`src/rtl/tape_recorder.sv`:
```
// Turns the ROM-SAVE MIC pulse train back into a TAP image in SDRAM: pilot/sync detection, bit pairing,
// byte writes with a one-deep holding register, and a length header back-filled when each block ends.
module tape_recorder #(
  parameter logic [24:0] BASE       = 25'h600000,
  parameter logic [19:0] MAX_SIZE   = 20'hFFFFF,
  parameter int          PILOT_MIN  = 256,
  parameter int          TIMEOUT    = 350000,
  parameter int          W_PILOT_LO = 1940,
  parameter int          W_PILOT_HI = 2600,
  parameter int          W_SYNC_HI  = 1000,
  parameter int          W_BIT_THR  = 2565,
  parameter int          W_END_THR  = 4000
) (
  input  logic        clk_sys,
  input  logic        reset,
  input  logic        ce,
  input  logic        rec_en,
  input  logic        clear,
  input  logic        mic_in,
  output logic [24:0] buff_addr,
  output logic [7:0]  buff_dout,
  output logic        buff_wr,
  input  logic        buff_ack,
  output logic [19:0] tap_size,
  output logic [15:0] blocks,
  output logic        activity,
  output logic        overflow
);

  localparam int TW = $clog2(TIMEOUT + 1);
  localparam int PW = $clog2(PILOT_MIN + 1);
  localparam logic [17:0]   P_LO    = 18'(W_PILOT_LO);
  localparam logic [17:0]   P_HI    = 18'(W_PILOT_HI);
  localparam logic [17:0]   S_HI    = 18'(W_SYNC_HI);
  localparam logic [18:0]   BIT_THR = 19'(W_BIT_THR);
  localparam logic [18:0]   END_THR = 19'(W_END_THR);
  localparam logic [TW-1:0] T_LAST  = TW'(TIMEOUT - 1);
  localparam logic [TW-1:0] T_SAT   = TW'(TIMEOUT);
  localparam logic [PW-1:0] P_MIN   = PW'(PILOT_MIN);
  localparam logic [24:0]   LIMIT   = BASE + {5'd0, MAX_SIZE};

  typedef enum logic [2:0] {S_IDLE, S_PILOT, S_SYNC2, S_DATA, S_FINISH} state_t;
  state_t state;

  logic          mic_q;
  logic [17:0]   wcnt;
  logic [TW-1:0] tcnt;
  logic          mic_edge, tout, is_l, is_p, is_s, bit_val;
  logic [PW-1:0] pcnt;
  logic          half;
  logic [17:0]   h1;
  logic [2:0]    bitcnt;
  logic [6:0]    shreg;
  logic [15:0]   len;
  logic [24:0]   start;
  logic [1:0]    hdr;
  logic [18:0]   pair_sum;
  logic [24:0]   data_addr;

  // wcnt holds the width of the half-period that the current edge terminates
  assign mic_edge  = ce & (mic_in != mic_q);
  assign tout      = ce & ~mic_edge & (tcnt == T_LAST);
  assign is_l      = wcnt >= P_HI;
  assign is_p      = (wcnt >= P_LO) & ~is_l;
  assign is_s      = wcnt < S_HI;
  assign pair_sum  = {1'b0, h1} + {1'b0, wcnt};
  assign bit_val   = pair_sum >= BIT_THR;
  assign data_addr = start + 25'd2 + {9'd0, len};
  assign activity  = (state == S_SYNC2) || (state == S_DATA);

  always_ff @(posedge clk_sys) begin
    if (reset) begin
      mic_q <= 1'b0;
      wcnt  <= '1;
      tcnt  <= T_SAT;
    end else if (ce) begin
      mic_q <= mic_in;
      if (mic_edge) begin
        wcnt <= 18'd1;
        tcnt <= '0;
      end else begin
        if (wcnt != '1) wcnt <= wcnt + 18'd1;
        if (tcnt != T_SAT) tcnt <= tcnt + TW'(1);
      end
    end
  end

  always_ff @(posedge clk_sys) begin
    if (reset) begin
      state     <= S_IDLE;
      buff_wr   <= 1'b0;
      buff_addr <= '0;
      buff_dout <= '0;
      tap_size  <= '0;
      blocks    <= '0;
      overflow  <= 1'b0;
      pcnt      <= '0;
      half      <= 1'b0;
      h1        <= '0;
      bitcnt    <= '0;
      shreg     <= '0;
      len       <= '0;
      start     <= BASE;
      hdr       <= '0;
    end else begin
      if (buff_wr && buff_ack) buff_wr <= 1'b0;
      if (clear) begin
        state    <= S_IDLE;
        tap_size <= '0;
        blocks   <= '0;
        overflow <= 1'b0;
        start    <= BASE;
        len      <= '0;
      end else begin
        case (state)
          S_IDLE: if (mic_edge && rec_en && is_p) begin
            state <= S_PILOT;
            pcnt  <= PW'(1);
          end
          S_PILOT: begin
            if (!rec_en || tout) state <= S_IDLE;
            else if (mic_edge) begin
              if (is_p) begin
                if (pcnt != P_MIN) pcnt <= pcnt + PW'(1);
              end else if (is_s && pcnt >= P_MIN) state <= S_SYNC2;
              else state <= S_IDLE;
            end
          end
          S_SYNC2: begin
            if (!rec_en || tout) state <= S_IDLE;
            else if (mic_edge) begin
              if (is_s) begin
                state  <= S_DATA;
                half   <= 1'b0;
                bitcnt <= '0;
                len    <= '0;
                hdr    <= '0;
              end else state <= S_IDLE;
            end
          end
          S_DATA: begin
            if (!rec_en || tout) state <= S_FINISH;
            else if (mic_edge) begin
              if (is_l || is_p) state <= S_FINISH;
              else if (!half) begin
                h1   <= wcnt;
                half <= 1'b1;
              end else begin
                half <= 1'b0;
                if (pair_sum >= END_THR) state <= S_FINISH;
                else begin
                  shreg  <= {shreg[5:0], bit_val};
                  bitcnt <= bitcnt + 3'd1;
                  // a still-pending write means the single holding register is busy
                  if (bitcnt == 3'd7) begin
                    if (buff_wr || data_addr >= LIMIT) overflow <= 1'b1;
                    else begin
                      buff_wr   <= 1'b1;
                      buff_addr <= data_addr;
                      buff_dout <= {shreg, bit_val};
                      len       <= len + 16'd1;
                    end
                  end
                end
              end
            end
          end
          S_FINISH: if (!buff_wr) begin
            case (hdr)
              2'd0: if (len == 16'd0) state <= S_IDLE;
                    else begin
                      buff_wr   <= 1'b1;
                      buff_addr <= start;
                      buff_dout <= len[7:0];
                      hdr       <= 2'd1;
                    end
              2'd1: begin
                buff_wr   <= 1'b1;
                buff_addr <= start + 25'd1;
                buff_dout <= len[15:8];
                hdr       <= 2'd2;
              end
              default: begin
                tap_size <= tap_size + 20'(len) + 20'd2;
                blocks   <= blocks + 16'd1;
                start    <= start + {9'd0, len} + 25'd2;
                state    <= S_IDLE;
              end
            endcase
          end
          default: state <= S_IDLE;
        endcase
      end
    end
  end

endmodule

```
`config.mk`:
```
export PLATFORM = sky130hd
export DESIGN_NAME = tape_recorder
export DESIGN_NICKNAME = d
export VERILOG_FILES = /design/src/rtl/tape_recorder.sv
export SDC_FILE = /design/constraint.sdc
export NUM_CORES = 1
export LEC_CHECK = 0
export BUFFER_PORTS_ARGS = -buffer_cell sky130_fd_sc_hd__buf_4
export CAP_MARGIN = 20
export CORE_MARGIN = 2
export CORE_UTILIZATION = 55
export CTS_CLUSTER_DIAMETER = 150
export DETAILED_ROUTE_END_ITERATION = 6
export GPL_TIMING_DRIVEN = 0
export PLACE_DENSITY = 0.71
export SYNTH_ARGS = -nofsm -noshare
export SYNTH_HDL_FRONTEND = slang
export SYNTH_SLANG_ARGS = --single-unit
```
`constraint.sdc`:
```
create_clock -name clk_sys -period 5.9 [get_ports clk_sys]
set_clock_uncertainty 0.1 [all_clocks]
set_input_delay 0.295 -clock clk_sys [delete_from_list [all_inputs] [get_ports clk_sys]]
set_output_delay 0.295 -clock clk_sys [all_outputs]
set_load 0.005 [all_outputs]
```
# == After elaboration in Yosys (flattened, before gate mapping) ==
# Cells that the tools add are included.
# word_totals
register_bits,193
latchBits,0
ramBits,0
romBits,0
inputBits,7
out_inout_bits,72
word_cells,219
memories,0
# op_classes
n_addsub,14
n_mul,0
div,0
order_cmp,7
eq_ne,37
shift,0
muxes,97
bitwise_logic,13
reduce_logical,33
# op_table
cell,count
2-to-1 mux 25 bit,9
2-to-1 mux 16 bit,10
case mux 25 bit (2 select lines),2
2-to-1 mux 8 bit,9
2-to-1 mux 3 bit,21
adder 25 x 16 -> 25 bit,2
adder 25 x 2 -> 25 bit (second input constant),2
2-to-1 mux 9 bit,5
greater-or-equal comparator 19 x 12 -> 1 bit (second input constant),2
2-to-1 mux 19 bit,2
2-to-1 mux 18 bit,2
adder 16 x 1 -> 16 bit (second input constant),2
!= test 2 bit (second input constant),16
case mux 16 bit (2 select lines),1
case mux 8 bit (2 select lines),2
adder 25 x 1 -> 25 bit (second input constant),1
greater-or-equal comparator 25 x 23 -> 1 bit (second input constant),1
AND reduction 8 bit,3
adder 20 x 16 -> 20 bit,1
adder 20 x 2 -> 20 bit (second input constant),1
AND reduction 10 bit,2
adder 18 x 18 -> 19 bit,1
adder 19 x 1 -> 19 bit (second input constant),1
== test 19 bit (second input constant),1
43 further kinds,102

# == Longest topological paths before layout ==
# Gate-level depths: netlist of the first run.
# depth
word_depth,13
mapped_depth,18
depth_no_buf,16

# == Worst setup path before layout of the first run ==
# Ideal clock, no wire load.
# synth_path
kind,reg2reg
from,reg len[1]
to,reg buff_addr[1]
setup_ps,71
arrival_time_ps,3921
required_ps,5729
path_slack_ps,1808
stages_incl_launch_ff,19
path_buffers,2
synth_period_minus_slack_ps,4092
cell_sequence,dfxtp_1 > inv_1 > ha_1 > inv_1 > ha_1 > inv_1 > fa_1 > nand2b_1 > a2111oi_0 > a211oi_1 > a2111oi_0 > nand4b_1 > nor4_1 > a21oi_1 > o2111ai_1 > buf_2 > buf_2 > nand3_1 > a21oi_1
# synth_between
elab_chain_len,9
word_cells_on_any_way,15
cone_classes,add/sub: 1; order compare: 1; eq/ne: 2; mux: 8; reduce/logical: 3
# synth_rtl
element,line_no,text
start: declaration,54,logic [15:0] len;
start signal: assignment,161,len <= len + 16'd1;
"parallel branches: the longest is 9 deep, another holds adder 25 x 16 -> 25 bit",--,
end signal: assignment,159,buff_addr <= data_addr;
end signal: assignment,173,buff_addr <= start;
end signal: assignment,179,buff_addr <= start + 25'd1;
end: declaration,20,"output logic [24:0] buff_addr,"
# Several ways; the timed one is not identified. The select of a mux whose other input is x is not followed.
# A chain may end at the register's enable or synchronous reset.

# == Worst setup path after layout of the first run ==
# layout_path
from,reg len[1]
to,reg len[10]
# layout_between
elab_chain_len,9
word_cells_on_any_way,14
cone_classes,add/sub: 2; order compare: 1; eq/ne: 1; mux: 8; reduce/logical: 2
# layout_rtl
element
"parallel branches: the longest is 9 deep, another holds adder 25 x 16 -> 25 bit"
# Several ways; the timed one is not identified. The select of a mux whose other input is x is not followed.

==> flow_summary.ini, run 1 <==
[setup_path]
path_class = flip-flop to flip-flop
critPathRequiredTime_ps = 6180
cp.arrival_ps = 5800
startpoint_type = flip-flop
reg2reg_from = len[1]
ff2ff_path_depth = 17
rrSetupSlack_ps = 380
r2r_end = len[10]
path_max_fanout = 10
critPathCaptureType = flip-flop

[pwr]
p_leak_uw = 0.00575
pwr-share-seq = 0.483
switchingPower_uw = 798
combinationalPowerShare = 0.090
clock_power_share = 0.427
intPower_uw = 2010
p_per_area_mw_per_mm2 = 196
p_sw_frac = 0.284
vdd_drop_max_mv = 0.179

[synth]
avgSynthCellArea_um2 = 7.87
syn-instance-count = 1625
yosys.area.top_type_share = 0.302
synth_edf_count = 0
yosysTopAreaCell = dfxtp_1
syn_nets = 1729
ys.flop_type = dfxtp_1
synthArstFlopShare = 0
yosysWarnings = 0
synth_area_leaders = dfxtp_1, ha_1, a21oi_1
synth.distinct_cells = 76
yosysSeqAreaShare = 0.302
syn_area_mm2 = 0.0128
ys_seq_elements = 193

[cts]
cts_made_buffers = 17
clock-sinks = 193
clk_path_buf_depth = 2
root_buffer = clkbuf_16
clk_latency_ps = 450
hold_buffers = 0
postCtsSetupBuffers = 0
clk_pin_slew_ps = 80
cts_tree = built
ctsResizeCount = 0
htree_num_levels = 4

[floorplan]
die_h_um = 157
initial_core_util = 0.563
ioPinCount = 79
row_count = 55
die_area_mm2 = 0.0245
die_w_um = 157
core_mm2 = 0.0227

[placed_design]
gp_congestion = 0.930
portBuffers = 78
dpl.hpwl_mm = 26.9
dp_cells = 1988

[drt]
drt_iter0_markers = 972
drt_wl_total_mm = 36.1
drc = 0
ant_nets = 0
route.vias.total = 12400
viasPerCell = 6.12
wl_per_cell_um = 17.9
firstDrtPassIters = 5

[run_status]
run_status = finished, final reports clean

[grt]
grt.total_usage = 0.295
grt_max_degree = 21
grt.overflow.total = 0
antenna_found_initial = 0
grt_pass1_vias = 11500
grt_pass1_wl_mm = 57.9

[sta]
layout_min_cycle_time_ps = 5520
holdWs_ps = 28.4
hold_violations = 0
tns_ps = 0
fin_crit_sh = 0.935
relSlewSlack = 0.272
finalMaxSlewViolations = 0
tightestPinTransition_ps = 1080
max_freq_mhz = 181
rsz0062_at_grt = no
setup_viol_count_final = 0

[finish]
area_growth_pct = 12.1
layout_commonest_cell = dfxtp_1
layout.nets = 1826
drive_above_1_share = 0.0882
most-common-layout-cells = dfxtp_1, nand2_1, nor2_1, a21oi_1, ha_1
num_antenna_cells = 0
final_cells = 2020

[min_path]
min_from = mic_in
min_path_type = input pin to flip-flop
hold_depth = 3
whs_endpoint = mic_q

[job]
max_cap_viol_count = 0
## logic make-up after synthesis
logic type      Yosys count  synth area share
simple gates            636             0.247
compound gates          421             0.208
flops                   193             0.302
buf+inv                 131            0.0419
xor+xnor                100            0.0685
fa+ha+maj                97            0.0966
mux                      47            0.0368
## synth_stat cells (7+ instances only)
cell       instances
a21o_1            46
inv_1             49
ha_1              94
xnor2_1           40
o31ai_1            7
a31oi_1           11
a2111oi_0          8
a211oi_1          19
nand3b_1          12
and3_1            36
mux2i_1           47
and2_1            17
a211o_1            8
o211ai_1           8
nor2b_1           11
or3_1             25
o21a_1            11
dfxtp_1          193
nor2_1           157
nand4_1           25
nand2_1          163
a21oi_1          156
nand2b_1          27
o2111ai_1          9
buf_2             14
nor4_1            12
xor2_1            60
nor4b_1           10
nor3_1            17
clkbuf_1          57
o21ai_0           82
nand3_1           90
buf_1              7
## how the worst max path moves through the flow
stage / startpoint / endpoint / slack (ps) / cells after the start
6_report: len[1] / len[10] / 380 / 17
5_1_grt: len[1] / buff_addr[22] / 140 / 18
4_1_cts: len[1] / buff_addr[22] / 520 / 18
3_5_place_dp: len[1] / buff_addr[7] / 670 / 18
3_3_place_gp: len[1] / len[10] / 770 / 17
2_1_floorplan: len[1] / buff_addr[1] / 1810 / 18
## flip-flops by register name, summed over array words and instances, names as in the netlist, 2 cells and up
signal,count
start,25
state,3
buff_addr,25
bitcnt,3
len,16
tap_size,20
tcnt,19
blocks,16
h1,18
pcnt,9
wcnt,18
shreg,7
buff_dout,8
hdr,2
## layer usage
metal / track usage / routed length (um) / part of all wire
met1: 0.361 / 15500 / 0.43
met2: 0.526 / 17900 / 0.49
met3: 0.0379 / 1660 / 0.046
met4: 0.114 / 1150 / 0.032
met5: 0 / 0 / 0
## through the flow
step / util / area (um^2) / setup slack (ps) / power [uW]
2_1_floorplan: - / 12800 / 1810 / 1560
3_3_place_gp: 0.605 / 13700 / 768 / 1630
3_5_place_dp: 0.605 / 13700 / 666 / 1630
4_1_cts: 0.632 / 14300 / 518 / 2820
5_1_grt: 0.632 / 14300 / 140 / 2910
6_report: 0.632 / 14300 / 383 / 2810
## power groups by stage
stage	clock, uW	combinational, uW	sequential [uW]
floorplan	0	188	1370
global placement	0	242	1380
detailed placement	0	247	1380
CTS	1210	250	1350
global route	1270	283	1360
finish	1200	253	1350
## cell type report
| type | instances | area [um^2] |
|---|---|---|
| sequential | 193 | 3860 |
| multi-input combinational | 1301 | 8390 |
| fill | 2108 | 8370 |
| buffer | 82 | 352 |
| inverter | 49 | 184 |
| clock inverter | 13 | 158 |
| tap | 285 | 357 |
| clock buffer | 19 | 453 |
| timing repair buffer | 78 | 586 |
## worst max-delay path, cell delays in order (launching register included)
cell	delay [ps]
dfxtp_1	390
inv_1	150
ha_1	320
inv_1	60
ha_1	200
inv_1	70
fa_1	400
nand2b_1	250
a211o_1	350
a211oi_1	510
o211ai_1	230
a21oi_1	230
xor2_1	100
nor4b_1	900
o2111ai_1	400
buf_2	300
a2111o_1	420
nand2_1	70
Power figures use the tool's default switching activity.
==> inputs of run 2 (changes only) <==
--- a/config.mk
+++ b/config.mk
@@ -7,7 +7,7 @@
 export LEC_CHECK = 0
 export BUFFER_PORTS_ARGS = -buffer_cell sky130_fd_sc_hd__buf_4
 export CAP_MARGIN = 20
-export CORE_MARGIN = 2
+export CORE_MARGIN = 10
 export CORE_UTILIZATION = 55
 export CTS_CLUSTER_DIAMETER = 150
 export DETAILED_ROUTE_END_ITERATION = 6
==> constraint.sdc (replaced) <==
create_clock -name clk_sys -period 5.9 [get_ports clk_sys]
set_clock_uncertainty 0.1 [all_clocks]
set_input_delay 0.59 -clock clk_sys [delete_from_list [all_inputs] [get_ports clk_sys]]
set_output_delay 0.59 -clock clk_sys [all_outputs]
set_load 0.005 [all_outputs]
==> flow_summary.ini, run 2 (synthesized netlist as in run 1, its figures left out) <==
[cts]
clock-sinks = 193
cts_made_buffers = 17
root_buffer = clkbuf_16
hold_buffers = 0
clk_path_buf_depth = 2
postCtsSetupBuffers = 0
htree_num_levels = 4
cts_tree = built
clk_latency_ps = 450
ctsResizeCount = 0
clk_pin_slew_ps = 80

[setup_path]
cp_top_family = compound AO/OA/AOI/OAI gates
startpoint_type = flip-flop
critical_path.slowest_cell = a211oi_1
path_common_cell = inv_1
slowest_delay_ps = 600
path_max_fanout = 10
critPathRequiredTime_ps = 6190
critPathCaptureType = flip-flop
worstPathCellList = inv_1 -> ha_1 -> inv_1 -> ha_1 -> inv_1 -> fa_1 -> nand2b_1 -> a211o_1 -> a211oi_1 -> o21ai_0 -> a211oi_1 -> nor4b_1 -> a21oi_1 -> o2111ai_1 -> buf_2 -> a2111o_1 -> nand2_1
crit_buf_inv = 4
path_class = flip-flop to flip-flop
reg2reg_from = len[1]
crit_start = len[1]
cp.arrival_ps = 5600

[sta]
finalMaxSlewViolations = 0
max_freq_mhz = 188
holdWs_ps = 294
layout_min_cycle_time_ps = 5320
rsz0062_at_grt = no
relSlewSlack = 0.315
tns_ps = 0
tightestPinTransition_ps = 1010
fin_crit_sh = 0.901
hold_violations = 0
setup_viol_count_final = 0

[drt]
viasPerCell = 6.01
firstDrtPassIters = 5
wl_per_cell_um = 17.9
drt_wl_total_mm = 36.6
drc = 0
route.vias.total = 12300
ant_nets = 0
drt_iter0_markers = 957

[floorplan]
die_area_mm2 = 0.0298
ioPinCount = 79
initial_core_util = 0.562
core_mm2 = 0.0228
row_count = 55
die_w_um = 173
die_h_um = 173

[min_path]
min_path_type = input pin to flip-flop
min_from = mic_in

[finish]
layout_commonest_cell = dfxtp_1
most-common-layout-cells = dfxtp_1, nand2_1, nor2_1, a21oi_1, ha_1
area_growth_pct = 12.4
largest_registers = buff_addr x25, start x25, tap_size x20
layout.nets = 1826
seq_area_mm2 = 0.00386
drive_above_1_share = 0.0882
multi_input_area_mm2 = 0.00839
final_cells = 2048
fillers = 2070
num_antenna_cells = 0
fin_util = 0.631

[pwr]
p_sw_frac = 0.283
p_leak_uw = 0.00575
pwr-share-seq = 0.484
intPower_uw = 2010
switchingPower_uw = 793
vdd_drop_max_mv = 0.169
p_per_area_mw_per_mm2 = 195
combinationalPowerShare = 0.090
clock_power_share = 0.427

[run_status]
run_status = finished, final reports clean

[placed_design]
portBuffers = 78
dp_cells = 2016
dpl.hpwl_mm = 27.7
gp_congestion = 0.937

[grt]
met3_usage = 0.0377
use_met2 = 0.411
grt_pass1_vias = 11400
grt_pass1_wl_mm = 58.8
grt.overflow.total = 0
busiest_layer = met2
grt.total_usage = 0.236
use_met1 = 0.285
grt_max_degree = 21
antenna_found_initial = 0

[job]
max_cap_viol_count = 0
## run 2: changes by cell type in the layout (fill, tap and decap cells not counted)
| cell | before | now |
|---|---|---|
| inv_6 | 3 | 2 |
| inv_8 | 3 | 4 |
## run 2: worst reg2reg max path: cells and delay by family (launching register included)
kind	cells	cell delay (ps)
and+or+nand+nor	3	440
buffers and inverters	4	570
adders and majority gates	3	920
AOI/OAI and AO/OA	7	2860
DFF	1	380
## run 2: through the flow
| step | total power, uW | worst slack [ps] | cell area, um^2 |
|---|---|---|---|
| after floorplan | 1560 | 1810 | 12800 |
| after global placement | 1630 | 751 | 13800 |
| after detailed placement | 1630 | 697 | 13800 |
| after CTS | 2820 | 676 | 14400 |
| after global routing | 2910 | 306 | 14400 |
| final | 2800 | 584 | 14400 |
## run 2: final timing paths
kind,to,slack (ps),cells past startpoint
setup / recovery,len[10],580,17
hold / removal,mic_q,290,3
setup reg to reg,len[10],580,17
hold reg to reg,h1[17],370,1
## run 2: power by group through the flow
stage	combinational [uW]	clock, uW	sequential (uW)
floorplan	188	0	1370
finish	252	1190	1350
global route	282	1270	1360
detailed placement	247	0	1380
global placement	243	0	1380
CTS	250	1210	1350
## run 2: final cells by class
| type | instances | share of cell area |
|---|---|---|
| Sequential cell | 193 | 0.269 |
| Inverter | 49 | 0.0128 |
| Timing Repair Buffer | 78 | 0.0407 |
| Clock buffer | 19 | 0.0315 |
| Tap cell | 313 | 0.0272 |
| Multi-Input combinational cell | 1301 | 0.584 |
| Clock inverter | 13 | 0.0111 |
| Buffer | 82 | 0.0244 |
## run 2: routing by layer
layer  up-vias  part of all wire
met1      5840              0.43
met4         0             0.029
met3        66             0.049
li1       6049                 -
met5         -                 0
met2       350              0.49
